==> src/rtl/obi_xbar_pkg.sv <==
// obi_xbar_pkg: shared types and the default address map for the OBI crossbar.
//   obi_req_t : manager request bundle (req, addr, we, be, wdata)
//   obi_rsp_t : manager response bundle (gnt, rvalid, rdata, err)
//   *_BASE_ADDR / *_END_ADDR : inclusive windows of the default subordinates
//   (index 0 btld, 1 periph, 2 flash, 3 sram).
package obi_xbar_pkg;

   typedef struct packed {
      logic        req;
      logic [31:0] addr;
      logic        we;
      logic [3:0]  be;
      logic [31:0] wdata;
   } obi_req_t;

   typedef struct packed {
      logic        gnt;
      logic        rvalid;
      logic [31:0] rdata;
      logic        err;
   } obi_rsp_t;

   localparam logic [31:0] BTLD_BASE_ADDR   = 32'h0000_1000;
   localparam logic [31:0] BTLD_END_ADDR    = 32'h0000_1FFF;
   localparam logic [31:0] PERIPH_BASE_ADDR = 32'h1000_0000;
   localparam logic [31:0] PERIPH_END_ADDR  = 32'h1000_1FFF;
   localparam logic [31:0] FLASH_BASE_ADDR  = 32'h2000_0000;
   localparam logic [31:0] FLASH_END_ADDR   = 32'h3FFF_FFFF;
   localparam logic [31:0] SRAM_BASE_ADDR   = 32'h8000_0000;
   localparam logic [31:0] SRAM_END_ADDR    = 32'h8000_FFFF;

endpackage

==> src/rtl/obi_rr_arb.sv <==
// obi_rr_arb: round-robin arbiter for one subordinate.
//   clk, rst_n : clock, async active-low reset (pointer returns to 0)
//   req        : eligible requesters
//   advance    : handshake happened; pointer moves to winner+1 mod N
//   idx, valid : combinational winner index and "some request present"
module obi_rr_arb #(
   parameter int unsigned N = 2,
   localparam int unsigned IW = (N > 1) ? $clog2(N) : 1
) (
   input  logic          clk,
   input  logic          rst_n,
   input  logic [N-1:0]  req,
   input  logic          advance,
   output logic [IW-1:0] idx,
   output logic          valid
);

   logic [IW-1:0] ptr;

   // Rotate the request vector so the pointer position sits at bit 0, take
   // the first set bit, then add the pointer back modulo N.
   always_comb begin
      logic [2*N-1:0] dbl;
      logic [IW:0]    sum;
      dbl   = {req, req} >> ptr;
      sum   = '0;
      idx   = '0;
      valid = 1'b0;
      for (int unsigned i = 0; i < N; i++) begin
         if (!valid && dbl[i]) begin
            valid = 1'b1;
            sum   = {1'b0, ptr} + (IW+1)'(i);
            if (sum >= (IW+1)'(N)) sum = sum - (IW+1)'(N);
            idx   = sum[IW-1:0];
         end
      end
   end

   always_ff @(posedge clk or negedge rst_n) begin
      if (!rst_n) begin
         ptr <= '0;
      end else if (advance) begin
         ptr <= (idx == IW'(N - 1)) ? '0 : idx + 1'b1;
      end
   end

endmodule

==> src/rtl/obi_xbar_nxm.sv <==
// obi_xbar_nxm: N-manager x M-subordinate OBI crossbar.
//   clk_i, rst_ni            : clock, async active-low reset
//   mgr_req/addr/we/be/wdata : manager request channel (inputs)
//   mgr_gnt/rvalid/rdata/err : manager response channel (outputs)
//   sub_req/addr/we/be/wdata : subordinate request channel (outputs)
//   sub_gnt/rvalid/rdata     : subordinate response channel (inputs)
//   illegal_access_o         : spurious response, or pending unmapped request
// Optional feature: define OBI_XBAR_ERR_RESP_EN to answer unmapped requests
// with an error response one cycle after grant instead of stalling them.
module obi_xbar_nxm
   import obi_xbar_pkg::*;
#(
   parameter int unsigned         N_MGR         = 2,
   parameter int unsigned         N_SUB         = 4,
   parameter int unsigned         MAX_OUTST     = 2,
   parameter logic [N_SUB*32-1:0] SUB_BASE_ADDR = {SRAM_BASE_ADDR, FLASH_BASE_ADDR,
                                                   PERIPH_BASE_ADDR, BTLD_BASE_ADDR},
   parameter logic [N_SUB*32-1:0] SUB_END_ADDR  = {SRAM_END_ADDR, FLASH_END_ADDR,
                                                   PERIPH_END_ADDR, BTLD_END_ADDR}
) (
   input  logic                clk_i,
   input  logic                rst_ni,
   input  logic [N_MGR-1:0]    mgr_req_i,
   output logic [N_MGR-1:0]    mgr_gnt_o,
   input  logic [N_MGR*32-1:0] mgr_addr_i,
   input  logic [N_MGR-1:0]    mgr_we_i,
   input  logic [N_MGR*4-1:0]  mgr_be_i,
   input  logic [N_MGR*32-1:0] mgr_wdata_i,
   output logic [N_MGR-1:0]    mgr_rvalid_o,
   output logic [N_MGR*32-1:0] mgr_rdata_o,
   output logic [N_MGR-1:0]    mgr_err_o,
   output logic [N_SUB-1:0]    sub_req_o,
   input  logic [N_SUB-1:0]    sub_gnt_i,
   output logic [N_SUB*32-1:0] sub_addr_o,
   output logic [N_SUB*32-1:0] sub_wdata_o,
   output logic [N_SUB-1:0]    sub_we_o,
   output logic [N_SUB*4-1:0]  sub_be_o,
   input  logic [N_SUB-1:0]    sub_rvalid_i,
   input  logic [N_SUB*32-1:0] sub_rdata_i,
   output logic                illegal_access_o
);

   localparam int unsigned IDW   = (N_MGR > 1) ? $clog2(N_MGR) : 1;
   localparam int unsigned TW    = $clog2(N_SUB + 1);
   localparam int unsigned CW    = $clog2(MAX_OUTST + 1);
   localparam int unsigned DEPTH = N_MGR * MAX_OUTST;
   localparam int unsigned PW    = (DEPTH > 1) ? $clog2(DEPTH) : 1;
   localparam int unsigned FCW   = $clog2(DEPTH + 1);

   obi_req_t         mreq     [N_MGR];
   obi_rsp_t         mrsp     [N_MGR];
   logic [TW-1:0]    tgt      [N_MGR];
   logic [TW-1:0]    last_tgt [N_MGR];
   logic [CW-1:0]    cnt      [N_MGR];
   logic [N_MGR-1:0] unmapped;
   logic [N_MGR-1:0] elig;

   logic [IDW-1:0]   win  [N_SUB];
   logic [IDW-1:0]   head [N_SUB];
   logic [N_SUB-1:0] win_vld;
   logic [N_SUB-1:0] hs;
   logic [N_SUB-1:0] fifo_empty;
   logic [N_SUB-1:0] pop;
   logic [N_SUB-1:0] spurious;

`ifdef OBI_XBAR_ERR_RESP_EN
   logic [N_MGR-1:0] err_pend;
`endif

   // Decode (descending scan so the lowest overlapping window wins) and
   // eligibility: a manager with traffic in flight may only keep talking to
   // the same target, which keeps its responses in order.
   always_comb begin
      mreq     = '{default: '0};
      tgt      = '{default: '0};
      unmapped = '0;
      elig     = '0;
      for (int unsigned m = 0; m < N_MGR; m++) begin
         mreq[m].req   = mgr_req_i[m];
         mreq[m].addr  = mgr_addr_i[m*32 +: 32];
         mreq[m].we    = mgr_we_i[m];
         mreq[m].be    = mgr_be_i[m*4 +: 4];
         mreq[m].wdata = mgr_wdata_i[m*32 +: 32];
         tgt[m]        = TW'(N_SUB);
         for (int unsigned k = N_SUB; k > 0; k--) begin
            if (mreq[m].addr >= SUB_BASE_ADDR[(k-1)*32 +: 32] &&
                mreq[m].addr <= SUB_END_ADDR[(k-1)*32 +: 32])
               tgt[m] = TW'(k - 1);
         end
         unmapped[m] = (tgt[m] == TW'(N_SUB));
         elig[m]     = rst_ni && mreq[m].req && (cnt[m] < CW'(MAX_OUTST)) &&
                       ((cnt[m] == '0) || (tgt[m] == last_tgt[m]));
      end
   end

   for (genvar s = 0; s < N_SUB; s++) begin : g_sub
      logic [N_MGR-1:0] arb_req;
      logic [IDW-1:0]   mem [DEPTH];
      logic [PW-1:0]    wptr;
      logic [PW-1:0]    rptr;
      logic [FCW-1:0]   fcnt;

      always_comb begin
         arb_req = '0;
         for (int unsigned m = 0; m < N_MGR; m++)
            arb_req[m] = elig[m] && (tgt[m] == TW'(s));
      end

      obi_rr_arb #(.N(N_MGR)) u_arb (
         .clk     (clk_i),
         .rst_n   (rst_ni),
         .req     (arb_req),
         .advance (hs[s]),
         .idx     (win[s]),
         .valid   (win_vld[s])
      );

      assign hs[s]         = win_vld[s] & sub_gnt_i[s];
      assign fifo_empty[s] = (fcnt == '0);
      assign head[s]       = mem[rptr];

      // ID FIFO: which manager owns each outstanding transaction here.
      always_ff @(posedge clk_i) begin
         if (hs[s]) mem[wptr] <= win[s];
      end

      always_ff @(posedge clk_i or negedge rst_ni) begin
         if (!rst_ni) begin
            wptr <= '0;
            rptr <= '0;
            fcnt <= '0;
         end else begin
            if (hs[s])  wptr <= (wptr == PW'(DEPTH - 1)) ? '0 : wptr + 1'b1;
            if (pop[s]) rptr <= (rptr == PW'(DEPTH - 1)) ? '0 : rptr + 1'b1;
            if (hs[s] && !pop[s])      fcnt <= fcnt + 1'b1;
            else if (!hs[s] && pop[s]) fcnt <= fcnt - 1'b1;
         end
      end
   end

   // Subordinate request channel: winner's fields, zero when nobody wins.
   always_comb begin
      sub_req_o   = '0;
      sub_we_o    = '0;
      sub_be_o    = '0;
      sub_addr_o  = '0;
      sub_wdata_o = '0;
      for (int unsigned s = 0; s < N_SUB; s++) begin
         if (win_vld[s]) begin
            sub_req_o[s]          = 1'b1;
            sub_we_o[s]           = mreq[win[s]].we;
            sub_be_o[s*4 +: 4]    = mreq[win[s]].be;
            sub_addr_o[s*32 +: 32]  = mreq[win[s]].addr;
            sub_wdata_o[s*32 +: 32] = mreq[win[s]].wdata;
         end
      end
   end

   // Grants and response routing back to managers.
   always_comb begin
      mrsp     = '{default: '0};
      pop      = '0;
      spurious = '0;
      for (int unsigned s = 0; s < N_SUB; s++) begin
         for (int unsigned m = 0; m < N_MGR; m++) begin
            if (hs[s] && win[s] == IDW'(m)) mrsp[m].gnt = 1'b1;
         end
         if (rst_ni && sub_rvalid_i[s]) begin
            if (fifo_empty[s]) begin
               spurious[s] = 1'b1;
            end else begin
               pop[s] = 1'b1;
               for (int unsigned m = 0; m < N_MGR; m++) begin
                  if (head[s] == IDW'(m)) begin
                     mrsp[m].rvalid = 1'b1;
                     mrsp[m].rdata  = sub_rdata_i[s*32 +: 32];
                  end
               end
            end
         end
      end
`ifdef OBI_XBAR_ERR_RESP_EN
      for (int unsigned m = 0; m < N_MGR; m++) begin
         if (elig[m] && unmapped[m]) mrsp[m].gnt = 1'b1;
         if (err_pend[m]) begin
            mrsp[m].rvalid = 1'b1;
            mrsp[m].err    = 1'b1;
            mrsp[m].rdata  = '0;
         end
      end
`endif
   end

   always_comb begin
      mgr_gnt_o    = '0;
      mgr_rvalid_o = '0;
      mgr_rdata_o  = '0;
      mgr_err_o    = '0;
      for (int unsigned m = 0; m < N_MGR; m++) begin
         mgr_gnt_o[m]           = mrsp[m].gnt;
         mgr_rvalid_o[m]        = mrsp[m].rvalid;
         mgr_rdata_o[m*32 +: 32] = mrsp[m].rdata;
         mgr_err_o[m]           = mrsp[m].err;
      end
   end

   always_comb begin
      illegal_access_o = |spurious;
`ifndef OBI_XBAR_ERR_RESP_EN
      if (rst_ni && (|(mgr_req_i & unmapped))) illegal_access_o = 1'b1;
`endif
   end

   always_ff @(posedge clk_i or negedge rst_ni) begin
      if (!rst_ni) begin
         for (int unsigned m = 0; m < N_MGR; m++) begin
            cnt[m]      <= '0;
            last_tgt[m] <= '0;
         end
      end else begin
         for (int unsigned m = 0; m < N_MGR; m++) begin
            if (mrsp[m].gnt && !mrsp[m].rvalid)      cnt[m] <= cnt[m] + 1'b1;
            else if (!mrsp[m].gnt && mrsp[m].rvalid) cnt[m] <= cnt[m] - 1'b1;
            if (mrsp[m].gnt) last_tgt[m] <= tgt[m];
         end
      end
   end

`ifdef OBI_XBAR_ERR_RESP_EN
   always_ff @(posedge clk_i or negedge rst_ni) begin
      if (!rst_ni) err_pend <= '0;
      else         err_pend <= elig & unmapped;
   end
`endif

endmodule

==> config.mk <==
export PLATFORM = sky130hd
export DESIGN_NAME = obi_xbar_nxm
export DESIGN_NICKNAME = d
export VERILOG_FILES = /design/src/rtl/obi_xbar_pkg.sv /design/src/rtl/obi_rr_arb.sv /design/src/rtl/obi_xbar_nxm.sv
export SDC_FILE = /design/constraint.sdc
export NUM_CORES = 1
export LEC_CHECK = 0
export BUFFER_PORTS_ARGS = -buffer_cell sky130_fd_sc_hd__clkbuf_2
export CAP_MARGIN = 10
export CORE_AREA = 10 10 233 235
export DETAILED_ROUTE_END_ITERATION = 7
export DIE_AREA = 0 0 243 245
export GPL_ROUTABILITY_DRIVEN = 0
export PLACE_DENSITY = 0.41
export SYNTH_ARGS = -nofsm -noshare
export SYNTH_HDL_FRONTEND = slang
export SYNTH_HIERARCHICAL = 1
export SYNTH_SLANG_ARGS = --single-unit
==> constraint.sdc <==
create_clock -name clk_i -period 6 [get_ports clk_i]
set_clock_uncertainty 0.2 [all_clocks]
set_input_delay 0.6 -clock clk_i [delete_from_list [all_inputs] [get_ports clk_i]]
set_output_delay 0.6 -clock clk_i [all_outputs]
set_load 0.05 [all_outputs]
==> results.yml <==
layout:
  fillCellCount: 5554
  synthToLayoutAreaGrowth_pct: 43.0
  finish.net_count: 2069
  final_core_util_pct: 27.9
  drive_above_1_share_pct: 40.4
  final_cell_area_um2: 13900
floorplan:
  start_util_pct: 19.5
  io_pins: 629
  die_h_um: 245
  rows: 82
  core_area_um2: 49700
  die_x_um: 243
  die-area_um2: 59500
critical_path:
  startpoint: "mgr_addr_i[62]"
  worst_setup_path_start_kind: "input pin"
  crit_family: "simple AND/OR/NAND/NOR gates"
  cp_max_fo: 31
  cpPeakStageDelay_ns: 0.69
  critical_path.cell_chain: "clkbuf_2 -> nor4_1 -> nand4_1 -> nand2b_1 -> o31ai_1 -> a21oi_1 -> nor4_1 -> and2_4 -> buf_4 -> mux2i_1 -> nor2b_1 -> clkbuf_2"
  crit_path_top_delay_cell: "nor4_1"
  r2r-start: "last_tgt[2]"
  critical_path_required_ns: 5.20
  path_buf_inv: 3
  cp-end-kind: "output pin"
  cp.arrival_ns: 4.90
  critPathKind: "in -> out"
sta:
  tns_ns: 0
  worstMarginPinSlew_ns: 1.01
  rsz0062_at_grt: "no"
  setup_viol: 0
  max_slew_margin_pct: 32.7
  period_share_pct: 95.1
  fmax_ghz: 0.175
  drv_slew: 0
  hold_violations: 0
  min_period_ns: 5.70
cts:
  cts_resized: 0
  post_cts_buffers: 0
  cts_buffers: 9
  cts.sinks: 58
  htreeDepth: 3
  clock_latency_ns: 0.33
  cts_tree: "done"
  clkTransAtPathRegs_ns: 0.05
  clk_path_buf_depth: 2
  hold_buffers: 0
  clockRootBuffer: "clkbuf_16"
drt:
  drc: 0
  vias: 11800
  drt-vias-per-instance: 4.83
  drt-wirelength-per-cell_um: 24.8
  final_antenna_net_count: 0
  wirelength_um: 60600
  first_pass_iters: 5
  drt-initial-drc-count: 547
power_and_ir_drop:
  net-switching-power_w: 0.00139
  sequentialPowerShare_pct: 22.4
  p_int_w: 0.00133
  p_leak_nw: 6.07
  peakVddDrop_mv: 0.121
  p_comb_share_pct: 59.6
  pwr-share-clk_pct: 18.0
  power_density_nw_per_um2: 196
  total_power_w: 0.00272
  swShare_pct: 51.2
hold_path:
  hp-class: "in -> async"
grt:
  grt_usage_pct: 19.0
  grt_max_degree: 75
  grt_pass1_wl_um: 86600
  antenna_found_initial: 12
  grt_pass1_vias: 12100
  grt_overflow: 0
synthesis:
  ys_ff_latch: 58
  syn_avg_cell_area_um2: 8.11
  synth_largest_area_cell: "mux2i_1"
  netlist_instances: 1195
  netlist.area_leader.share_pct: 28.6
  syn-cell-area_um2: 9690
  yosys-top-cells-area: "mux2i_1, nor2b_1, dfrtp_1, a221oi_1, edfxtp_1"
  ys_types: 55
  yosysWarnings: 6
  synth-seq-area-share_pct: 15.8
  synthFlopType: "dfrtp_1"
  async_reset_ff_share_pct: 72.4
  synth-edff-count: 16
placed_design:
  place_area_um2: 13500
  numPortBuffers: 626
  dp_hpwl_um: 49600
outcome:
  status: "completed"
job:
  maxCapViolations: 0
[final cells by class]
type	count	area (µm²)	area share, %
multi-input cells	1017	7710	55.7
repair buffers	655	3390	24.5
flip-flops and latches	58	1530	11.1
clock inverters	4	42.5	0.307
diodes	9	22.5	0.163
well taps	672	841	6.07
inverters	20	75.1	0.542
clock buffers	12	236	1.71
[per-stage QoR]
| stage | setup slack (ns) | hold WS [ns] | cells |
|---|---|---|---|
| 3_3_place_gp | 0.386 | 0.250 | 2421 |
| 5_1_grt | 0.0562 | 0.0314 | 2438 |
| 3_5_place_dp | 0.247 | 0.252 | 2421 |
| 4_1_cts | 0.247 | 0.00779 | 2437 |
| 6_report | 0.295 | 0.00644 | 2447 |
| 2_1_floorplan | 1.21 | 0.104 | 1196 |
[Yosys cell counts (10+ instances only)]
| cell | count |
|---|---|
| a221oi_1 | 65 |
| and3_1 | 16 |
| buf_1 | 23 |
| buf_2 | 13 |
| clkbuf_1 | 64 |
| dfrtp_1 | 42 |
| edfxtp_1 | 16 |
| ha_1 | 26 |
| inv_1 | 20 |
| mux2_2 | 13 |
| mux2i_1 | 277 |
| nand2_1 | 48 |
| nor2_1 | 59 |
| nor2b_1 | 279 |
| nor3_1 | 10 |
| nor4_1 | 13 |
| o21ai_0 | 67 |
| o22ai_1 | 32 |
| xor2_1 | 13 |
[metal layers]
layer / GRT usage [%] / share of wire, % / vias to the layer above
li1: - / - / 5440
met1: 20.9 / 38 / 5685
met2: 33.7 / 49 / 607
met3: 6.18 / 8.6 / 75
met4: 6.25 / 3.4 / 8
met5: 0 / 0.10 / -
[cell usage in the layout (no fill, tap or decap), types with 3 or more instances in the layout]
master	instances
nor2b_1	278
mux2_2	13
edfxtp_1	16
a31oi_1	5
nand4_1	3
a21o_1	4
diode_2	9
nand2b_4	4
nor4_1	13
ha_1	26
nand2_1	48
or3_1	6
mux4_2	4
nor2_1	55
inv_1	20
buf_12	3
clkbuf_16	9
dfrtp_1	42
nor3_1	10
clkbuf_1	3
and2_4	4
a221oi_1	65
nor2_2	5
nand3_1	3
o21ai_1	5
mux2i_1	277
and3_1	16
buf_4	26
o22ai_1	32
or2_2	7
xnor2_1	7
o21ai_0	67
nor4_2	3
nand2b_1	7
a21oi_1	4
clkbuf_2	626
nand3b_1	5
fa_1	4
xor2_1	13
[worst paths after layout]
kind / endpoint / slack, ns / depth (start not counted)
max in group asynchronous: g_sub[3].rptr[1] / 4.94 / 2
setup / recovery: sub_be_o[14] / 0.30 / 12
min in group clk_i: g_sub[0].fcnt[2] / 0.26 / 1
setup reg to reg: cnt[3] / 2.02 / 13
hold reg to reg: g_sub[0].fcnt[2] / 0.26 / 1
hold / removal: last_tgt[4] / 0.006 / 1
[flip-flops by register name (all words and copies together), names as in the netlist, named ones only]
| signal | flops |
|---|---|
| g_sub.fcnt | 12 |
| g_sub.rptr | 8 |
| last_tgt | 6 |
| g_sub.wptr | 8 |
| cnt | 4 |
| g_sub.mem | 16 |
[power by group through the flow]
| stage | Combinational, W | Clock, W | Sequential, W |
|---|---|---|---|
| 2_1_floorplan | 0.00111 | 0 | 0.000592 |
| 3_3_place_gp | 0.00162 | 0 | 0.000615 |
| 3_5_place_dp | 0.00163 | 0 | 0.000618 |
| 4_1_cts | 0.00164 | 0.000504 | 0.000612 |
| 5_1_grt | 0.00175 | 0.000520 | 0.000629 |
| 6_report | 0.00162 | 0.000490 | 0.000610 |
[worst reg2reg max path, stage by stage (launching register included)]
cell	delay (ns)
dfrtp_1	0.42
nand2b_1	0.17
or2_2	0.27
o2111ai_1	0.10
a21oi_1	0.10
nor4_1	0.69
and2_4	0.59
o22a_1	0.19
o221ai_1	0.27
buf_4	0.28
ha_1	0.20
xor2_1	0.14
nor2_1	0.11
xor2_1	0.15
[cells by family after synthesis]
| kind of cell | Yosys count | share of synthesized area (%) |
|---|---|---|
| XOR/XNOR | 20 | 1.81 |
| multiplexers | 294 | 31.1 |
| buffers and inverters | 122 | 4.97 |
| other | 1 | 0.0387 |
| AND/OR/NAND/NOR | 478 | 28.8 |
| flip-flops | 58 | 15.8 |
| AO/OA/AOI/OAI | 192 | 13.4 |
| adder cells (fa/ha/maj) | 30 | 4.18 |
No activity file was read; power rests on OpenSTA's default activity.
